$ cat config.mk
export PLATFORM = sky130hd
export DESIGN_NAME = chan_mux_arb
export DESIGN_NICKNAME = d
export VERILOG_FILES = /design/src/rtl/chan_mux_arb.sv
export SDC_FILE = /design/constraint.sdc
export NUM_CORES = 1
export LEC_CHECK = 0
export ABC_AREA = 0
export CELL_PAD_IN_SITES_DETAIL_PLACEMENT = 0
export CELL_PAD_IN_SITES_GLOBAL_PLACEMENT = 1
export CORE_AREA = 2 2 83 117
export DETAILED_ROUTE_END_ITERATION = 10
export DIE_AREA = 0 0 85 119
export MAX_ROUTING_LAYER = met4
export PLACE_DENSITY_LB_ADDON = 0.1
export SLEW_MARGIN = 20
export SYNTH_ARGS = -nofsm -noshare
export SYNTH_HDL_FRONTEND = slang
export SYNTH_SLANG_ARGS = --single-unit
$ cat constraint.sdc
create_clock -name clk -period 4.45 [get_ports clk]
set_clock_uncertainty 0.15 [all_clocks]
set_input_delay 0.445 -clock clk [delete_from_list [all_inputs] [get_ports clk]]
set_output_delay 0.445 -clock clk [all_outputs]
set_load 0.05 [all_outputs]
$ cat src/rtl/chan_mux_arb.sv
// Registered N:1 channel mux with arbitration, force override and ready/valid output stage.
// Define CHAN_MUX_ARB_RR_EN for round-robin arbitration; default is fixed priority.
module chan_mux_arb #(
    parameter int unsigned WIDTH     = 16,
    parameter int unsigned CHANNELS  = 8,
    parameter int unsigned SEL_WIDTH = 3
) (
    input  logic                      clk,
    input  logic                      reset,
    input  logic [CHANNELS-1:0]       req,
    input  logic [CHANNELS*WIDTH-1:0] data_in,
    input  logic                      force_en,
    input  logic [SEL_WIDTH-1:0]      force_sel,
    output logic [CHANNELS-1:0]       grant,
    output logic                      out_valid,
    input  logic                      out_ready,
    output logic [WIDTH-1:0]          out_data,
    output logic [SEL_WIDTH-1:0]      out_sel
);

    typedef enum logic {
        EMPTY = 1'b0,
        FULL  = 1'b1
    } state_e;

    state_e               state_q, state_d;
    logic [WIDTH-1:0]     data_q, data_d;
    logic [SEL_WIDTH-1:0] sel_q, sel_d;

    logic                 load;
    logic                 cap;
    logic                 arb_found;
    logic [SEL_WIDTH-1:0] arb_idx;
    logic [SEL_WIDTH-1:0] force_idx;
    logic [SEL_WIDTH-1:0] cap_idx;

    assign load      = (state_q == EMPTY) || out_ready;
    assign force_idx = (32'(force_sel) < CHANNELS) ? force_sel : '0;

`ifdef CHAN_MUX_ARB_RR_EN
    logic [SEL_WIDTH-1:0] ptr_q, ptr_d;
    logic [CHANNELS-1:0]  req_rot;
    int unsigned          rr_sum;

    // Rotate requests so bit 0 is the pointer position, then take the first hit.
    always_comb begin
        req_rot   = CHANNELS'({req, req} >> ptr_q);
        arb_found = 1'b0;
        arb_idx   = '0;
        rr_sum    = 0;
        for (int unsigned j = 0; j < CHANNELS; j++) begin
            if (!arb_found && req_rot[j]) begin
                arb_found = 1'b1;
                rr_sum    = 32'(ptr_q) + j;
                if (rr_sum >= CHANNELS) begin
                    rr_sum = rr_sum - CHANNELS;
                end
                arb_idx = SEL_WIDTH'(rr_sum);
            end
        end
    end
`else
    // Fixed priority: lowest requesting index wins.
    always_comb begin
        arb_found = 1'b0;
        arb_idx   = '0;
        for (int unsigned i = 0; i < CHANNELS; i++) begin
            if (!arb_found && req[i]) begin
                arb_found = 1'b1;
                arb_idx   = SEL_WIDTH'(i);
            end
        end
    end
`endif

    always_comb begin
        state_d = state_q;
        data_d  = data_q;
        sel_d   = sel_q;
        grant   = '0;
        cap     = 1'b0;
        cap_idx = '0;
`ifdef CHAN_MUX_ARB_RR_EN
        ptr_d   = ptr_q;
`endif
        if (load) begin
            if (force_en) begin
                cap     = 1'b1;
                cap_idx = force_idx;
            end else if (arb_found) begin
                cap     = 1'b1;
                cap_idx = arb_idx;
`ifdef CHAN_MUX_ARB_RR_EN
                ptr_d   = (32'(arb_idx) + 1 >= CHANNELS) ? '0
                                                          : SEL_WIDTH'(32'(arb_idx) + 1);
`endif
            end
            state_d = cap ? FULL : EMPTY;
        end
        if (cap) begin
            grant = CHANNELS'(1) << cap_idx;
            sel_d = cap_idx;
            for (int unsigned i = 0; i < CHANNELS; i++) begin
                if (cap_idx == SEL_WIDTH'(i)) begin
                    data_d = data_in[i*WIDTH +: WIDTH];
                end
            end
        end
        // Grant is combinational, so it must be suppressed explicitly while reset is held.
        if (reset) begin
            grant = '0;
        end
    end

    always_ff @(posedge clk or posedge reset) begin
        if (reset) begin
            state_q <= EMPTY;
            data_q  <= '0;
            sel_q   <= '0;
`ifdef CHAN_MUX_ARB_RR_EN
            ptr_q   <= '0;
`endif
        end else begin
            state_q <= state_d;
            data_q  <= data_d;
            sel_q   <= sel_d;
`ifdef CHAN_MUX_ARB_RR_EN
            ptr_q   <= ptr_d;
`endif
        end
    end

    assign out_valid = (state_q == FULL);
    assign out_data  = data_q;
    assign out_sel   = sel_q;

endmodule

Yosys cells after proc, flatten, opt, wreduce, memory -nomap -nowiden --
Index checks and enable logic that the tools add are counted.
Storage, ports and cells: input port bits 143, output and inout port bits 28, register bits 20, logic and storage cells 63
Cells by class: multiplexer cells 33, reductions and logical operators 18, bitwise gates (word level) 1, eq/ne operators 7, shifts and indexed selects 1
Operator list (number):
- 2-to-1 mux 16 bit | 8
- 2-to-1 mux 3 bit | 9
- 2-to-1 mux 8 bit | 2
- 2-to-1 mux 1 bit | 14
- == test 3 bit (second input constant) | 4
- nonzero test 8 bit | 1
- left shift 1 x 3 -> 8 bit (first input constant) | 1
- logical AND 1 bit | 7
- logical NOT 1 bit | 7
- == test 3 x 2 -> 1 bit (second input constant) | 2
- == test 3 x 1 -> 1 bit (second input constant) | 1
- logical NOT 3 bit | 1
- AND reduction 2 bit | 1
- logical OR 1 bit | 1
- NOT 1 bit | 1

Longest topological paths before layout --
Gate-level depths: netlist of run 1.
depth after elaboration 34, gate-level depth with buffers 9, mapped depth without buffers 7

Worst setup path after synthesis of run 1 --
Ideal clock, no wire load.
kind in2out, start in req[3], end out grant[5], path buffers 2, data arrival time 3275 ps, setup slack 580 ps, stages 6, data required time 3855 ps, path through or4_4 > nor3_4 > o311ai_2 > buf_2 > buf_1 > nor4_1
On the way: longest elaborated chain between the ends 20, elaborated cells between the ends (all ways) 29, classes of those cells 1 x shift; 19 x mux; 9 x reduce/logical
RTL lines:
- start: declaration | line 10 | input logic [CHANNELS-1:0] req,
- logical AND 1 bit (*) | line 68 | if (!arb_found && req[i]) begin
- 2-to-1 mux 1 bit | line 68
- logical NOT 1 bit | line 68
- logical AND 1 bit | line 68
- 2-to-1 mux 1 bit | line 68
- logical NOT 1 bit | line 68
- logical AND 1 bit | line 68
- 2-to-1 mux 1 bit | line 68
- [... 4 more ...]
- logical AND 1 bit | line 68
- 2-to-1 mux 3 bit or 2-to-1 mux 1 bit (tied branches) | line 68
- 2-to-1 mux 3 bit or 2-to-1 mux 1 bit (tied branches) | line 90 | end else if (arb_found) begin
- 2-to-1 mux 3 bit or 2-to-1 mux 1 bit (tied branches) | line 87 | if (force_en) begin
- 2-to-1 mux 3 bit or 2-to-1 mux 1 bit (tied branches) | line 86 | if (load) begin
- left shift 1 x 3 -> 8 bit or 2-to-1 mux 1 bit (tied branches) | line 101, 86
- 2-to-1 mux 8 bit (*) | line 100 | if (cap) begin
- 2-to-1 mux 8 bit (*) | line 110 | if (reset) begin
- end: declaration | line 14 | output logic [CHANNELS-1:0] grant,
Every way passes the cells marked *; elsewhere a longest branch is shown, timed or not. The select of a mux whose other input is x is not followed.

Worst setup path after layout of run 1 --
start in force_en, end out grant[6]
On the way: longest elaborated chain between the ends 5, elaborated cells between the ends (all ways) 8, classes of those cells 1 x shift; 7 x mux
RTL lines:
- start: declaration | line 12 | input logic force_en,
- 2-to-1 mux 3 bit or 2-to-1 mux 1 bit (tied branches) | line 87
- 2-to-1 mux 3 bit or 2-to-1 mux 1 bit (tied branches) | line 86
- left shift 1 x 3 -> 8 bit or 2-to-1 mux 1 bit (tied branches) | line 101, 86
- 2-to-1 mux 8 bit (*) | line 100
- 2-to-1 mux 8 bit (*) | line 110
Marked as above.

==> impl_metrics.tcl, run 1 <==
set metrics [dict create \
    grt_use_total_pct 21.3 \
    synthTopCellsByArea "dfrtp_1 (24%), nand2_1 (10%), o221ai_2 (5.8%)" \
    cp-startpoint "force_en" \
    num_io_pins 171 \
    synth-edff-count 0 \
    top_layer "met4" \
    synth_most_common_cell "nand2_1" \
    drc 0 \
    status "completed" \
    first_global_vias 3015 \
    synth.largest_area_cell "dfrtp_1" \
    clkTransAtPathRegs_ns 0.06 \
    hold_violations 0 \
    dr.pass1.iters 4 \
    netSwitchingFraction_pct 37.1 \
    dieHeight_um 119 \
    gp_congestion 0.830 \
    ctsResizeCount 0 \
    min_path_cells 2 \
    fmax_mhz 270 \
    dieArea_mm2 0.0101 \
    fin_nets 575 \
    critPathKind "input port to primary output" \
    grt_antenna_before_repair 0 \
    syn_nets 409 \
    wl_per_cell_um 19.9 \
    timing.rr.start "out_valid" \
    dr_wl_met3_um 753 \
    worstMarginPinSlew_ns 0.818 \
    h-tree-depth 1 \
    start_kind "input port" \
    power_switching_mw 0.324 \
    num_antenna_cells 0 \
    rsz0062_at_grt "false" \
    async_reset_ff_share_pct 100 \
    netlist_top_cells_count "nand2_1 (57), dfrtp_1 (20), a21oi_1 (19)" \
    clock-sinks 20 \
    synth.distinct_cells 51 \
    grt_overflow_total 0 \
    via_per_inst 5.31 \
    synth-seq-cells 20 \
    cts_made_buffers 3 \
    total_power_mw 0.874 \
    cts_hold_buf 0 \
    wl_met1_mm 4.27 \
    hpwl_mm 8.12 \
    grt_pass1_wl_mm 16.4 \
    syn_area_mm2 0.00206 \
    path_max_fanout 12 \
    worstPathArrival_ns 3.11 \
    required_ns 3.86 \
    cp-end-kind "primary output" \
    p_int_mw 0.550 \
    area_delta_synth_final_pct 94.8 \
    synthCells 266 \
    layout_min_cycle_time_ns 3.70 \
    initial_core_util_pct 22.4 \
    slew_headroom_pct 45.4 \
    report.final.slew_viol_count 0 \
    p_leak_nw 1.52 \
    clock_latency_ns 0.25 \
    io_buffer_count 170 \
    yosysTopAreaCellShare_pct 24.3 \
    finalSetupViolCount 0 \
    row_count 42 \
    p_per_area_mw_per_mm2 218 \
    ff2ff_path_depth 8 \
    cts_tree "built" \
    die_x_um 85 \
    ctsRootBufferMaster "clkbuf_16" \
    p_comb_share_pct 52.6 \
    synth_ff_type "dfrtp_1" \
    wirelength_mm 10.7 \
    hold_class "flop to flop" \
    cts_buffer_depth 2 \
    maxCapViolations 0 \
    ant_nets 0 \
    hold_path_startpoint "out_sel[1]" \
    ys_seq_area_share_pct 24.3 \
    wl_met2_mm 5.55 \
    ir_worst_vdd_mv 0.189 \
    pwr-share-seq_pct 25.4 \
    drt_iter0_markers 123 \
    post-cts-setup-buffer-count 0 \
    syn_avg_cell_area_um2 7.73 \
    pwr-share-clk_pct 22.0 \
    setup_tns_ns 0 \
    setup_slack_ns 0.746 \
    grt_max_degree 27 \
    yosysWarnings 0 \
    period_share_pct 83.2 \
    place_ws_ns 0.724 \
    drive_gt1_share_pct 11.2 \
    fin_hold_ws_ns 0.330 \
    core_mm2 0.00920 \
    via_count 2866 \
]
==> placed cells by master, fill, tap and decap left out, types with 3 or more instances in the layout <==
cell type	n
a21o_1	13
a21oi_1	19
a221oi_1	3
a22o_1	3
a2bb2oi_1	4
a31o_1	8
a31oi_1	10
buf_12	5
buf_4	14
clkbuf_16	3
clkdlybuf4s50_1	162
dfrtp_1	20
mux2i_1	4
nand2_1	57
nand2b_1	4
nand3_1	6
nor2_1	13
nor4_1	5
o21ai_0	17
o221a_2	3
o221ai_2	8
o22ai_1	11
==> power by group through the flow <==
stage	Clock, mW	Combinational (mW)	Sequential, mW
floorplan	0	0.136	0.315
global route	0.205	0.489	0.225
detailed placement	0	0.462	0.225
global placement	0	0.460	0.224
finish	0.192	0.460	0.222
CTS	0.201	0.464	0.222
==> cell type report <==
type	instances	area (um2)
Inverter	2	7.51
Sequential cell	20	500
Timing Repair Buffer	181	1830
Clock buffer	3	75.1
Multi-Input combinational cell	224	1460
Tap cell	110	138
Fill cell	946	5190
==> logic make-up (layout without fill, tap and decap cells) <==
logic type      after synthesis  in the layout  share of synthesized area (%)
mux                           4              4                           1.95
compound gates              118            118                           44.6
flops                        20             20                           24.3
buf+inv                      22            186                           5.36
simple gates                102            102                           23.8
==> worst max-delay path: stages <==
cell	delay, ns
clkdlybuf4s50_1	0.58
or3_4	0.43
a2111oi_4	0.39
o21a_1	0.18
buf_4	0.20
nand2_1	0.19
nor4_1	0.49
buf_12	0.20
==> registers in the layout, summed over array words and instances (netlist names) <==
register,count
out_data,16
out_sel,3
out_valid,1
==> through the flow <==
step | util (%) | cell area, um2 | cells
2_1_floorplan | - | 2060 | 266
3_3_place_gp | 42.7 | 3930 | 537
3_5_place_dp | 42.7 | 3930 | 537
4_1_cts | 43.6 | 4010 | 540
5_1_grt | 43.6 | 4010 | 540
6_report | 43.6 | 4010 | 540
==> final timing paths <==
kind                                end  slack (ns)
setup / recovery               grant[6]        0.75
hold / removal               out_sel[1]        0.33
setup reg to reg           out_data[12]        1.98
hold reg to reg              out_sel[1]        0.33
max in group asynchronous   out_data[0]        3.35
min in group asynchronous    out_sel[0]        0.55
==> per-layer routing <==
layer / track usage [%] / vias up
met5: - / -
met4: 5.46 / 0
met3: 2.36 / 11
met2: 37.7 / 148
met1: 25.6 / 1345
li1: - / 1362
No activity file was read; power rests on OpenSTA's default activity.
==> inputs of run 2 (changes only) <==
--- a/config.mk
+++ b/config.mk
@@ -8,9 +8,9 @@
 export ABC_AREA = 0
 export CELL_PAD_IN_SITES_DETAIL_PLACEMENT = 0
 export CELL_PAD_IN_SITES_GLOBAL_PLACEMENT = 1
-export CORE_AREA = 2 2 83 117
+export CORE_AREA = 2 2 87 123
 export DETAILED_ROUTE_END_ITERATION = 10
-export DIE_AREA = 0 0 85 119
+export DIE_AREA = 0 0 89 125
 export MAX_ROUTING_LAYER = met4
 export PLACE_DENSITY_LB_ADDON = 0.1
 export SLEW_MARGIN = 20
==> constraint.sdc (replaced) <==
create_clock -name clk -period 3.43 [get_ports clk]
set_clock_uncertainty 0.15 [all_clocks]
set_input_delay 0.343 -clock clk [delete_from_list [all_inputs] [get_ports clk]]
set_output_delay 0.343 -clock clk [all_outputs]
set_load 0.05 [all_outputs]
==> impl_metrics.tcl, run 2 (synthesized netlist as in run 1, its figures left out) <==
set metrics [dict create \
    final_common_cell "clkdlybuf4s50_1" \
    drive_gt1_share_pct 14.2 \
    via_per_inst 4.84 \
    fmax_mhz 318 \
    ant_nets 0 \
    grt_pass1_wl_mm 16.2 \
    gp_congestion 0.832 \
    final_cell_mix "clkdlybuf4s50_1 (162), nand2_1 (57), buf_4 (27)" \
    cts_tree "built" \
    drc 0 \
    p_leak_nw 1.60 \
    clock_latency_ns 0.25 \
    dr.pass1.iters 4 \
    setup_tns_ns 0 \
    largest_register_ff_count 16 \
    hold_class "flop to flop" \
    wl_per_cell_um 18.6 \
    ctsResizeCount 0 \
    first_global_vias 3072 \
    nFillCells 1045 \
    die_x_um 89 \
    grt_max_degree 29 \
    grt_overflow_total 0 \
    grt_use_total_pct 19.5 \
    start_kind "input port" \
    fin_nets 589 \
    drt_iter0_markers 73 \
    maxCapViolations 0 \
    h-tree-depth 1 \
    dieHeight_um 125 \
    cp-end-kind "primary output" \
    ctsRootBufferMaster "clkbuf_16" \
    row_count 44 \
    critPathKind "input port to primary output" \
    required_ns 2.94 \
    post-cts-setup-buffer-count 0 \
    worstPathArrival_ns 2.65 \
    ir_worst_vdd_mv 0.141 \
    layout_min_cycle_time_ns 3.14 \
    dieArea_mm2 0.0111 \
    io_buffer_count 170 \
    fin_hold_ws_ns 0.332 \
    rsz0062_at_grt "false" \
    hpwl_mm 8.67 \
    period_share_pct 91.6 \
    core_mm2 0.0101 \
    cts_buffer_depth 2 \
    wirelength_mm 10.9 \
    status "completed" \
    clock-sinks 20 \
    num_antenna_cells 0 \
    worstMarginPinSlew_ns 0.713 \
    area_delta_synth_final_pct 103 \
    cts_made_buffers 3 \
    finalSetupViolCount 0 \
    initial_core_util_pct 20.3 \
    report.final.slew_viol_count 0 \
    hold_violations 0 \
    grt_antenna_before_repair 0 \
    clkTransAtPathRegs_ns 0.06 \
    via_count 2823 \
    num_io_pins 171 \
    p_per_area_mw_per_mm2 282 \
    cts_hold_buf 0 \
    slew_headroom_pct 52.3 \
    path_max_fanout 4 \
]
==> run 2: cell type report <==
| type | instances | area (um2) | area share (%) |
|---|---|---|---|
| clock buffer | 4 | 88.8 | 2.13 |
| inverter | 2 | 7.51 | 0.180 |
| tap | 138 | 173 | 4.14 |
| sequential | 20 | 500 | 12.0 |
| timing repair buffer | 195 | 1940 | 46.6 |
| multi-input combinational | 224 | 1460 | 35.0 |
==> run 2: metrics by stage <==
step / cells / area, um2 / total power, mW / util [%] / worst slack [ns]
2_1_floorplan: 266 / 2060 / 0.585 / - / -0.236
3_3_place_gp: 579 / 4090 / 0.906 / 40.3 / 0.245
3_5_place_dp: 579 / 4090 / 0.908 / 40.3 / 0.227
4_1_cts: 583 / 4180 / 1.19 / 41.2 / 0.266
5_1_grt: 583 / 4180 / 1.24 / 41.2 / 0.137
6_report: 583 / 4180 / 1.18 / 41.2 / 0.287
==> run 2: final timing paths <==
check / depth (start not counted) / slack [ns] / from / to
max: 7 / 0.29 / req[4] / grant[3]
min: 2 / 0.33 / out_sel[1] / out_sel[1]
max reg2reg: 7 / 1.08 / out_valid / out_data[7]
min reg2reg: 2 / 0.33 / out_sel[1] / out_sel[1]
max in group asynchronous: 3 / 2.36 / reset / out_data[9]
min in group asynchronous: 3 / 0.53 / reset / out_data[12]
==> run 2: critical path, cell delays in order <==
cell             delay, ns
clkdlybuf4s50_1       0.47
or4_4                 0.56
nor3_4                0.28
nor3_2                0.12
or3_4                 0.41
nor3_1                0.28
buf_12                0.19
==> run 2: routing by layer <==
layer	vias to the layer above	track usage (%)	routed length [um]
met5	-	-	0
met4	0	3.34	123
met3	7	2.31	610
met2	110	34.5	5600
met1	1313	23.5	4530
li1	1393	-	-
==> run 2: power by group <==
part / switching [mW] / total, mW / internal (mW)
Combinational: 0.309 / 0.610 / 0.301
Sequential: 0.0187 / 0.288 / 0.269
Clock: 0.0989 / 0.277 / 0.178
==> inputs of run 3 (changes only) <==
--- a/config.mk
+++ b/config.mk
@@ -9,6 +9,7 @@
 export CELL_PAD_IN_SITES_DETAIL_PLACEMENT = 0
 export CELL_PAD_IN_SITES_GLOBAL_PLACEMENT = 1
 export CORE_AREA = 2 2 87 123
+export CTS_CLUSTER_SIZE = 8
 export DETAILED_ROUTE_END_ITERATION = 10
 export DIE_AREA = 0 0 89 125
 export MAX_ROUTING_LAYER = met4
==> constraint.sdc (replaced) <==
create_clock -name clk -period 3.2 [get_ports clk]
set_clock_uncertainty 0.15 [all_clocks]
set_input_delay 0.32 -clock clk [delete_from_list [all_inputs] [get_ports clk]]
set_output_delay 0.32 -clock clk [all_outputs]
set_load 0.05 [all_outputs]
==> impl_metrics.tcl, run 3 (synthesized netlist as in run 1, its figures left out) <==
set metrics [dict create \
    setup_tns_ns 0 \
    period_share_pct 94.9 \
    clock_latency_ns 0.26 \
    dr.pass1.iters 4 \
    row_count 44 \
    via_count 2881 \
    required_ns 2.73 \
    report.final.slew_viol_count 0 \
    ctsRootBufferMaster "clkbuf_16" \
    critPathKind "input port to primary output" \
    hold_path_startpoint "out_sel[2]" \
    netSwitchingFraction_pct 37.5 \
    cts_buffer_depth 2 \
    dpl_cell_area_mm2 0.00414 \
    drc 0 \
    drt_iter0_markers 113 \
    final_common_cell "clkdlybuf4s50_1" \
    grt_use_total_pct 20.6 \
    gp_congestion 0.833 \
    layout.area.seq_um2 500 \
    h-tree-depth 1 \
    setup_slack_ns 0.164 \
    grt_overflow_total 0 \
    p_comb_share_pct 52.9 \
    fin_nets 593 \
    io_buffer_count 170 \
    cts_hold_buf 0 \
    ir_worst_vdd_mv 0.151 \
    drive_gt1_share_pct 15.4 \
    ant_nets 0 \
    nFillCells 1058 \
    via_per_inst 4.91 \
    wirelength_mm 11.3 \
    p_leak_nw 1.62 \
    fmax_mhz 329 \
    cp-end-kind "primary output" \
    p_int_mw 0.779 \
    cts_tree "built" \
    area_delta_synth_final_pct 106 \
    final_cell_mix "clkdlybuf4s50_1 (162), nand2_1 (57), buf_4 (30)" \
    first_global_vias 3036 \
    multi_input_area_mm2 0.00149 \
    pwr-share-clk_pct 22.4 \
    hold_violations 0 \
    path_max_fanout 8 \
    final_util_pct 41.8 \
    num_io_pins 171 \
    start_kind "input port" \
    initial_core_util_pct 20.3 \
    cts_made_buffers 3 \
    grt_antenna_before_repair 1 \
    dieHeight_um 125 \
    grt_max_degree 32 \
    status "completed" \
    layout_min_cycle_time_ns 3.04 \
    p_per_area_mw_per_mm2 294 \
    die_x_um 89 \
    worstMarginPinSlew_ns 0.707 \
    pwr-share-seq_pct 24.6 \
    finalSetupViolCount 0 \
    core_mm2 0.0101 \
    dieArea_mm2 0.0111 \
    clkTransAtPathRegs_ns 0.06 \
    largest_register_ff_count 16 \
    worstPathArrival_ns 2.57 \
    maxCapViolations 0 \
    hold_class "flop to flop" \
    power_switching_mw 0.467 \
    wl_per_cell_um 19.3 \
    clock-sinks 20 \
    cp-startpoint "req[2]" \
    slew_headroom_pct 52.7 \
    grt_pass1_wl_mm 16.8 \
    rsz0062_at_grt "false" \
    timing.rr.start "out_valid" \
    finalInstanceArea_mm2 0.00423 \
    place_ws_ns 0.155 \
    hpwl_mm 9.05 \
]
## run 3: final cells by class
cell class / instances / share of cell area, %
Timing Repair Buffer: 199 / 46.9
Multi-Input combinational cell: 224 / 35.1
Sequential cell: 20 / 11.8
Tap cell: 138 / 4.08
Clock buffer: 3 / 1.77
Inverter: 2 / 0.177
Antenna cell: 1 / 0.0591
## run 3: layer usage
layer / GRT usage, % / vias to the layer above / part of all wire (%)
met5: - / - / 0
met4: 6.58 / 0 / 1.9
met3: 2.84 / 14 / 6.0
met2: 35.6 / 124 / 52
met1: 24.2 / 1347 / 40
li1: - / 1396 / -
## run 3: what timing repair did
action,CTS,global route
resized for setup,0,2
endpoints found under the setup margin,0,1
buffers inserted,0,0
## run 3: worst paths after layout
kind / endpoint / slack (ns) / cells past startpoint
max in group asynchronous: out_data[0] / 2.02 / 3
worst max-delay path: grant[3] / 0.16 / 7
worst max register to register: out_data[0] / 0.89 / 7
worst min-delay path: out_sel[2] / 0.33 / 2
min in group asynchronous: out_sel[1] / 0.63 / 3
worst min register to register: out_sel[2] / 0.33 / 2
## run 3: power groups by stage
stage	Sequential, mW	Clock, mW	Combinational (mW)
floorplan	0.438	0	0.190
global placement	0.314	0	0.660
detailed placement	0.313	0	0.662
CTS	0.308	0.285	0.664
global route	0.312	0.288	0.705
finish	0.307	0.279	0.660
## run 3: critical path, cell delays in order
cell and delay, ns:
clkdlybuf4s50_1 0.53, or4_4 0.48, nor3_4 0.27, nor3_2 0.10, or3_4 0.48, nor3_2 0.20, buf_12 0.17
## run 3: through the flow
step	std cells	power [mW]	hold WS, ns
detailed placement	583	0.975	0.318
floorplan	266	0.628	0.142
global placement	583	0.974	0.320
CTS	586	1.26	0.334
global route	587	1.30	0.356
finish	587	1.25	0.331
